`src/rtl/zc_energy_pkg.sv`:
```
// Shared types, width helpers and default thresholds for the zero-crossing /
// energy frame feature extractor.
//   sign_state_t   : hysteresis sign tracker states
//   zc_width()     : width of a per-frame crossing count for a given frame length
//   energy_width() : width of a per-frame abs-sum for a given frame length
package zc_energy_pkg;

    typedef enum logic [1:0] {
        UNKNOWN = 2'd0,
        POS     = 2'd1,
        NEG     = 2'd2
    } sign_state_t;

    localparam int DEF_FRAME_LEN = 256;
    localparam int DEF_HYST      = 16;
    localparam int DEF_ZC_MIN    = 16;
    localparam int DEF_ZC_MAX    = 64;
    localparam int DEF_ENERGY_TH = 200000;

    // A frame of N samples has at most N crossings, so log2(N)+1 bits hold it.
    function automatic int zc_width(input int frame_len);
        return $clog2(frame_len) + 1;
    endfunction

    // Each |sample| needs 17 bits (|-32768| = 32768); N of them add log2(N) bits.
    function automatic int energy_width(input int frame_len);
        return 17 + $clog2(frame_len);
    endfunction

endpackage

```
`src/rtl/zc_sign_tracker.sv`:
```
// Hysteresis sign tracker. Follows the sign of accepted samples that leave the
// dead band [-hyst, +hyst] and flags a crossing when the sign flips between
// POS and NEG. The first qualified sign after reset is not a crossing.
// Ports:
//   clk      : rising-edge clock
//   rst      : synchronous active-low reset, returns the tracker to UNKNOWN
//   din      : signed 16-bit sample
//   in_en    : sample-valid strobe
//   hyst     : dead-band half width (0..16383)
//   crossing : combinational pulse, high in the cycle whose accepted sample
//              completes a crossing, so the caller can count it on that edge
module zc_sign_tracker
    import zc_energy_pkg::*;
(
    input  logic               clk,
    input  logic               rst,
    input  logic signed [15:0] din,
    input  logic               in_en,
    input  logic        [15:0] hyst,
    output logic               crossing
);

    sign_state_t        state_r;
    sign_state_t        next_s;
    logic signed [16:0] din_ext_s;
    logic signed [16:0] hyst_pos_s;
    logic signed [16:0] hyst_neg_s;
    logic               above_s;
    logic               below_s;
    logic               crossing_s;

    // Dead-band comparisons at 17 bits so that -hyst never overflows.
    always_comb begin
        din_ext_s  = {din[15], din};
        hyst_pos_s = $signed({1'b0, hyst});
        hyst_neg_s = -hyst_pos_s;
        above_s    = (din_ext_s > hyst_pos_s);
        below_s    = (din_ext_s < hyst_neg_s);
    end

    // Next-state and crossing decode; state holds unless a sample is accepted.
    always_comb begin
        next_s     = state_r;
        crossing_s = 1'b0;
        if (in_en) begin
            case (state_r)
                UNKNOWN: begin
                    if (above_s) begin
                        next_s = POS;
                    end else if (below_s) begin
                        next_s = NEG;
                    end else begin
                        next_s = UNKNOWN;
                    end
                end
                POS: begin
                    if (below_s) begin
                        next_s     = NEG;
                        crossing_s = 1'b1;
                    end else begin
                        next_s = POS;
                    end
                end
                NEG: begin
                    if (above_s) begin
                        next_s     = POS;
                        crossing_s = 1'b1;
                    end else begin
                        next_s = NEG;
                    end
                end
                default: begin
                    next_s = UNKNOWN;
                end
            endcase
        end else begin
            next_s = state_r;
        end
    end

    // Sign state register.
    always_ff @(posedge clk) begin
        if (!rst) begin
            state_r <= UNKNOWN;
        end else begin
            state_r <= next_s;
        end
    end

    assign crossing = crossing_s;

endmodule

```
`src/rtl/zc_energy_detector.sv`:
```
// Frame-based zero-crossing and energy feature extractor. Over frames of
// FRAME_LEN accepted samples it counts hysteresis-qualified crossings and sums
// |din|, then registers both totals plus a detect flag at the frame boundary.
// Ports:
//   clk         : rising-edge clock
//   rst         : synchronous active-low reset (discards any partial frame)
//   din         : signed 16-bit sample from the FIR stage
//   in_en       : sample-valid strobe
//   zc_count    : crossings in the last completed frame
//   energy      : sum of |din| over the last completed frame
//   detect      : ZC_MIN <= zc_count <= ZC_MAX and energy >= ENERGY_TH
//   frame_valid : one-cycle pulse when the three results update
module zc_energy_detector
    import zc_energy_pkg::*;
#(
    parameter int FRAME_LEN = DEF_FRAME_LEN,
    parameter int HYST      = DEF_HYST,
    parameter int ZC_MIN    = DEF_ZC_MIN,
    parameter int ZC_MAX    = DEF_ZC_MAX,
    parameter int ENERGY_TH = DEF_ENERGY_TH
) (
    input  logic                              clk,
    input  logic                              rst,
    input  logic signed [15:0]                din,
    input  logic                              in_en,
    output logic [zc_width(FRAME_LEN)-1:0]     zc_count,
    output logic [energy_width(FRAME_LEN)-1:0] energy,
    output logic                              detect,
    output logic                              frame_valid
);

    localparam int ZC_W  = zc_width(FRAME_LEN);
    localparam int E_W   = energy_width(FRAME_LEN);
    localparam int CNT_W = $clog2(FRAME_LEN);

    localparam logic [15:0]      HYST_V  = 16'(HYST);
    localparam logic [CNT_W-1:0] LAST_V  = CNT_W'(FRAME_LEN - 1);

    logic [CNT_W-1:0] cnt_r;
    logic [ZC_W-1:0]  zc_acc_r;
    logic [E_W-1:0]   e_acc_r;

    logic             crossing_s;
    logic [16:0]      abs_s;
    logic [ZC_W-1:0]  zc_sum_s;
    logic [E_W-1:0]   e_sum_s;
    logic             last_s;
    logic             zc_in_range_s;
    logic             e_above_s;
    logic             detect_s;

    zc_sign_tracker u_sign (
        .clk      (clk),
        .rst      (rst),
        .din      (din),
        .in_en    (in_en),
        .hyst     (HYST_V),
        .crossing (crossing_s)
    );

    // Running totals including the current sample, so the closing sample's
    // contribution lands in the frame it closes.
    always_comb begin
        if (din[15]) begin
            abs_s = 17'd0 - {din[15], din};
        end else begin
            abs_s = {1'b0, din};
        end
        zc_sum_s      = zc_acc_r + ZC_W'(crossing_s);
        e_sum_s       = e_acc_r + E_W'(abs_s);
        last_s        = (cnt_r == LAST_V);
        zc_in_range_s = (32'(zc_sum_s) >= 32'(ZC_MIN)) && (32'(zc_sum_s) <= 32'(ZC_MAX));
        e_above_s     = (32'(e_sum_s) >= 32'(ENERGY_TH));
        detect_s      = zc_in_range_s && e_above_s;
    end

    // Frame counter, accumulators and registered frame results.
    always_ff @(posedge clk) begin
        if (!rst) begin
            cnt_r       <= {CNT_W{1'b0}};
            zc_acc_r    <= {ZC_W{1'b0}};
            e_acc_r     <= {E_W{1'b0}};
            zc_count    <= {ZC_W{1'b0}};
            energy      <= {E_W{1'b0}};
            detect      <= 1'b0;
            frame_valid <= 1'b0;
        end else begin
            frame_valid <= 1'b0;
            if (in_en) begin
                if (last_s) begin
                    cnt_r       <= {CNT_W{1'b0}};
                    zc_acc_r    <= {ZC_W{1'b0}};
                    e_acc_r     <= {E_W{1'b0}};
                    zc_count    <= zc_sum_s;
                    energy      <= e_sum_s;
                    detect      <= detect_s;
                    frame_valid <= 1'b1;
                end else begin
                    cnt_r    <= cnt_r + CNT_W'(1);
                    zc_acc_r <= zc_sum_s;
                    e_acc_r  <= e_sum_s;
                end
            end
        end
    end

endmodule
```
`config.mk`:
```
export PLATFORM = sky130hd
export DESIGN_NAME = zc_energy_detector
export DESIGN_NICKNAME = d
export VERILOG_FILES = /design/src/rtl/zc_energy_pkg.sv /design/src/rtl/zc_sign_tracker.sv /design/src/rtl/zc_energy_detector.sv
export SDC_FILE = /design/constraint.sdc
export NUM_CORES = 1
export LEC_CHECK = 0
export CAP_MARGIN = 20
export CELL_PAD_IN_SITES_DETAIL_PLACEMENT = 1
export CELL_PAD_IN_SITES_GLOBAL_PLACEMENT = 2
export CORE_MARGIN = 2
export CORE_UTILIZATION = 37
export DETAILED_ROUTE_END_ITERATION = 10
export PLACE_DENSITY_LB_ADDON = 0.1
export RECOVER_POWER = 50
export SYNTH_ARGS = -nofsm -noshare
export SYNTH_HDL_FRONTEND = slang
export SYNTH_SLANG_ARGS = --single-unit
```
`constraint.sdc`:
```
create_clock -name clk -period 12.8 [get_ports clk]
set_input_delay 1.28 -clock clk [delete_from_list [all_inputs] [get_ports clk]]
set_output_delay 1.28 -clock clk [all_outputs]
set_load 0.02 [all_outputs]
```
==> metrics.txt <==
flop-to-flop setup slack 9.65 ns; maximum vdd drop 50.0 µV; via density per instance 5.43; postcts setup bufs 0; syn nets 655; Crit path required time 13.03 ns; CTS resizes 0; status complete, but fails checks; register area share after synthesis 32.3%; GRT Total Usage 20.2%; kind of critical path input port to register; final setup vio count 0; Worst setup SP type input port; type of destination of the critical path register; Post-Synth Simple-Gate Area 23.5%; Post-synth EDFFs 0; Clk Latency, worst-skew pair 0.35 ns; CP Buf/Inv Count 1; IO Pins 55; RePlAce Congestion 0.857; Iteration-0 DRC Markers 229; CTS root buf clkbuf_16; Leakage 0.00246 µW; initial antenna violation count 0; Final Skew 0.00684 ns; hold_sp energy[1]; unrepaired setup endpoints after global routing no; register clock-pin slew on the reported worst setup and hold paths 0.06 ns; core area 13100 µm²; Critical Path Slowest Stage Cell a2111oi_2; final WL 13800 µm; fin. max-slew vios 45; Setup Total Neg Slack 0 ns; drt pass-1 iters 4; Worst Path Arrival 5.85 ns; via count of the first global-routing pass 4488; XOR/XNOR Fraction of Synth Area 8.13%; number of buffers on the longest clock path 2; die area 14300 µm²; total gr overflow 0; Post-Synth Adder-Cell Area 7.22%; Design Area, Final 5910 µm²; Layout area overhead 19.3%; # rows 42; Yosys top cell by area dfxtp_1; slowest stage delay, CP 0.56 ns; Final HPWL DP 10400 µm; cts hold-fix bufs 0; Yosys reg bits 80; failing checks max-capacitance violations, max-slew violations; Avg Inst Size Synth 8.15 µm²; Worst Hold End energy[1]; CTS H-tree depth 3; Initial Util 37.7%; CTS sink count 80; crit path time final 5.62 ns; critical path cell sequence clkdlybuf4s50_1 -> or3_1 -> or3_1 -> or4_1 -> o41ai_1 -> xnor2_1 -> ha_1 -> a21oi_1 -> o21ai_1 -> a2111oi_2 -> nor3_1 -> a211o_1 -> a211oi_1 -> a31o_1 -> o41ai_1; Die W 120 µm; CTS tree done; Slew headroom -34.3%; pin count of the biggest net entering global routing 82; first-pass GRT wire length 23200 µm; final worst-path cycle share 43.9%; Synth area leaders dfxtp_1, ha_1, nand2_1, xnor2_1, nor2_1; DR WL/cell 16.7 µm; Placed Area 5640 µm²; port bufs 54; Post-synth ARST share 0%; fillers 1572; fmax 178 MHz; Synth Area in Compound Gates 24.2%; reg2reg end detect; via count 4501; Crit path max-delay family compound AO/OA/AOI/OAI gates; leading cell types by count after synthesis nand2_1, dfxtp_1, nor2_1; reg2reg start e_acc_r[0]; number of distinct library cells after synthesis 62; ANT nets after route 0; Mapped Area 4960 µm²; post-synth top area share 32.3%; CP Max Fanout 7; Min-Delay Path Depth 2; layout cells sized above 1 4.44%; Pwr Density 119 nW/µm²; Cells after Synth 608; hold crit path type register to register; multiplexer area fraction after synthesis 1.01%; largest family of logic cells by synthesized area compound AO/OA/AOI/OAI gates; count leader, synth nand2_1; Nets 695; TritonCTS buffer count 9; Die H 120 µm; yosys warns 0; Antenna diodes 0; max-capacitance violation count 1; measured slew at the worst slew-check pin 2.01 ns; R2R depth 10; Fin. Hold Viols 0; ys flop type dfxtp_1; DRC Markers 0
## layout make-up
class / count / area [µm²] / share of cell area, %
multi-input combinational: 482 / 3190 / 53.9
inverter: 17 / 63.8 / 1.08
sequential: 80 / 1600 / 27.1
clock buffer: 9 / 225 / 3.81
tap: 176 / 220 / 3.72
clock inverter: 7 / 61.3 / 1.04
timing repair buffer: 58 / 554 / 9.37
## how the worst max path moves through the flow
stage | startpoint | to | cells past startpoint | slack, ns
floorplan | din[2] | detect | 14 | 7.76
global placement | din[2] | detect | 15 | 6.95
detailed placement | din[2] | detect | 15 | 6.80
CTS | din[2] | detect | 15 | 7.15
global route | din[2] | detect | 15 | 6.85
finish | din[2] | detect | 15 | 7.18
## metrics by stage
step	setup WS (ns)	instances	utilization (%)	power, µW	hold WS [ns]
floorplan	7.76	608	-	404	0.454
global placement	6.95	813	42.9	458	0.454
detailed placement	6.80	813	42.9	458	0.460
CTS	7.15	829	45.1	711	0.469
global route	6.85	829	45.0	747	0.492
finish	7.18	829	45.0	702	0.462
## cell families after synthesis
logic type | Yosys count
buffers and inverters | 46
muxes | 5
adders and majority gates | 28
and+or+nand+nor | 240
DFF | 80
other | 1
xor gates and xnor gates | 46
AOI/OAI and AO/OA | 162
## state kept, by name, indices dropped and copies added (netlist names)
register and cells:
cnt_r 8, u_sign.state_r 2, detect 1, frame_valid 1, zc_acc_r 9, e_acc_r 25, energy 25, zc_count 9
## per-layer routing
metal | track usage (%) | vias to the layer above | part of all wire [%]
li1 | - | 2248 | -
met1 | 27.2 | 2170 | 49
met2 | 33.9 | 71 | 47
met3 | 3.18 | 12 | 3.1
met4 | 5.37 | 0 | 1.1
met5 | 0 | - | 0
## worst min-delay path: stages, from the launching register on
cell	delay, ns
dfxtp_1	0.31
nand2_1	0.05
a21boi_0	0.06
## power by group
| part | internal, µW | total, µW | switching (µW) |
|---|---|---|---|
| sequential | 258 | 265 | 6.67 |
| combinational | 71.1 | 187 | 116 |
| clock | 135 | 250 | 116 |
## cell usage in the layout, fill, tap and decap left out, drive strengths merged, types with 15 or more instances in the layout
| cell type | count |
|---|---|
| ha | 27 |
| nand3 | 19 |
| a21boi | 23 |
| o211a | 15 |
| o21ai | 27 |
| dfxtp | 80 |
| and2 | 19 |
| xnor2 | 35 |
| dlygate4sd3 | 38 |
| inv | 20 |
| nor2 | 41 |
| nor2b | 23 |
| nand2 | 90 |
| a21oi | 24 |
| clkdlybuf4s50 | 15 |
Power figures use the tool's default switching activity.
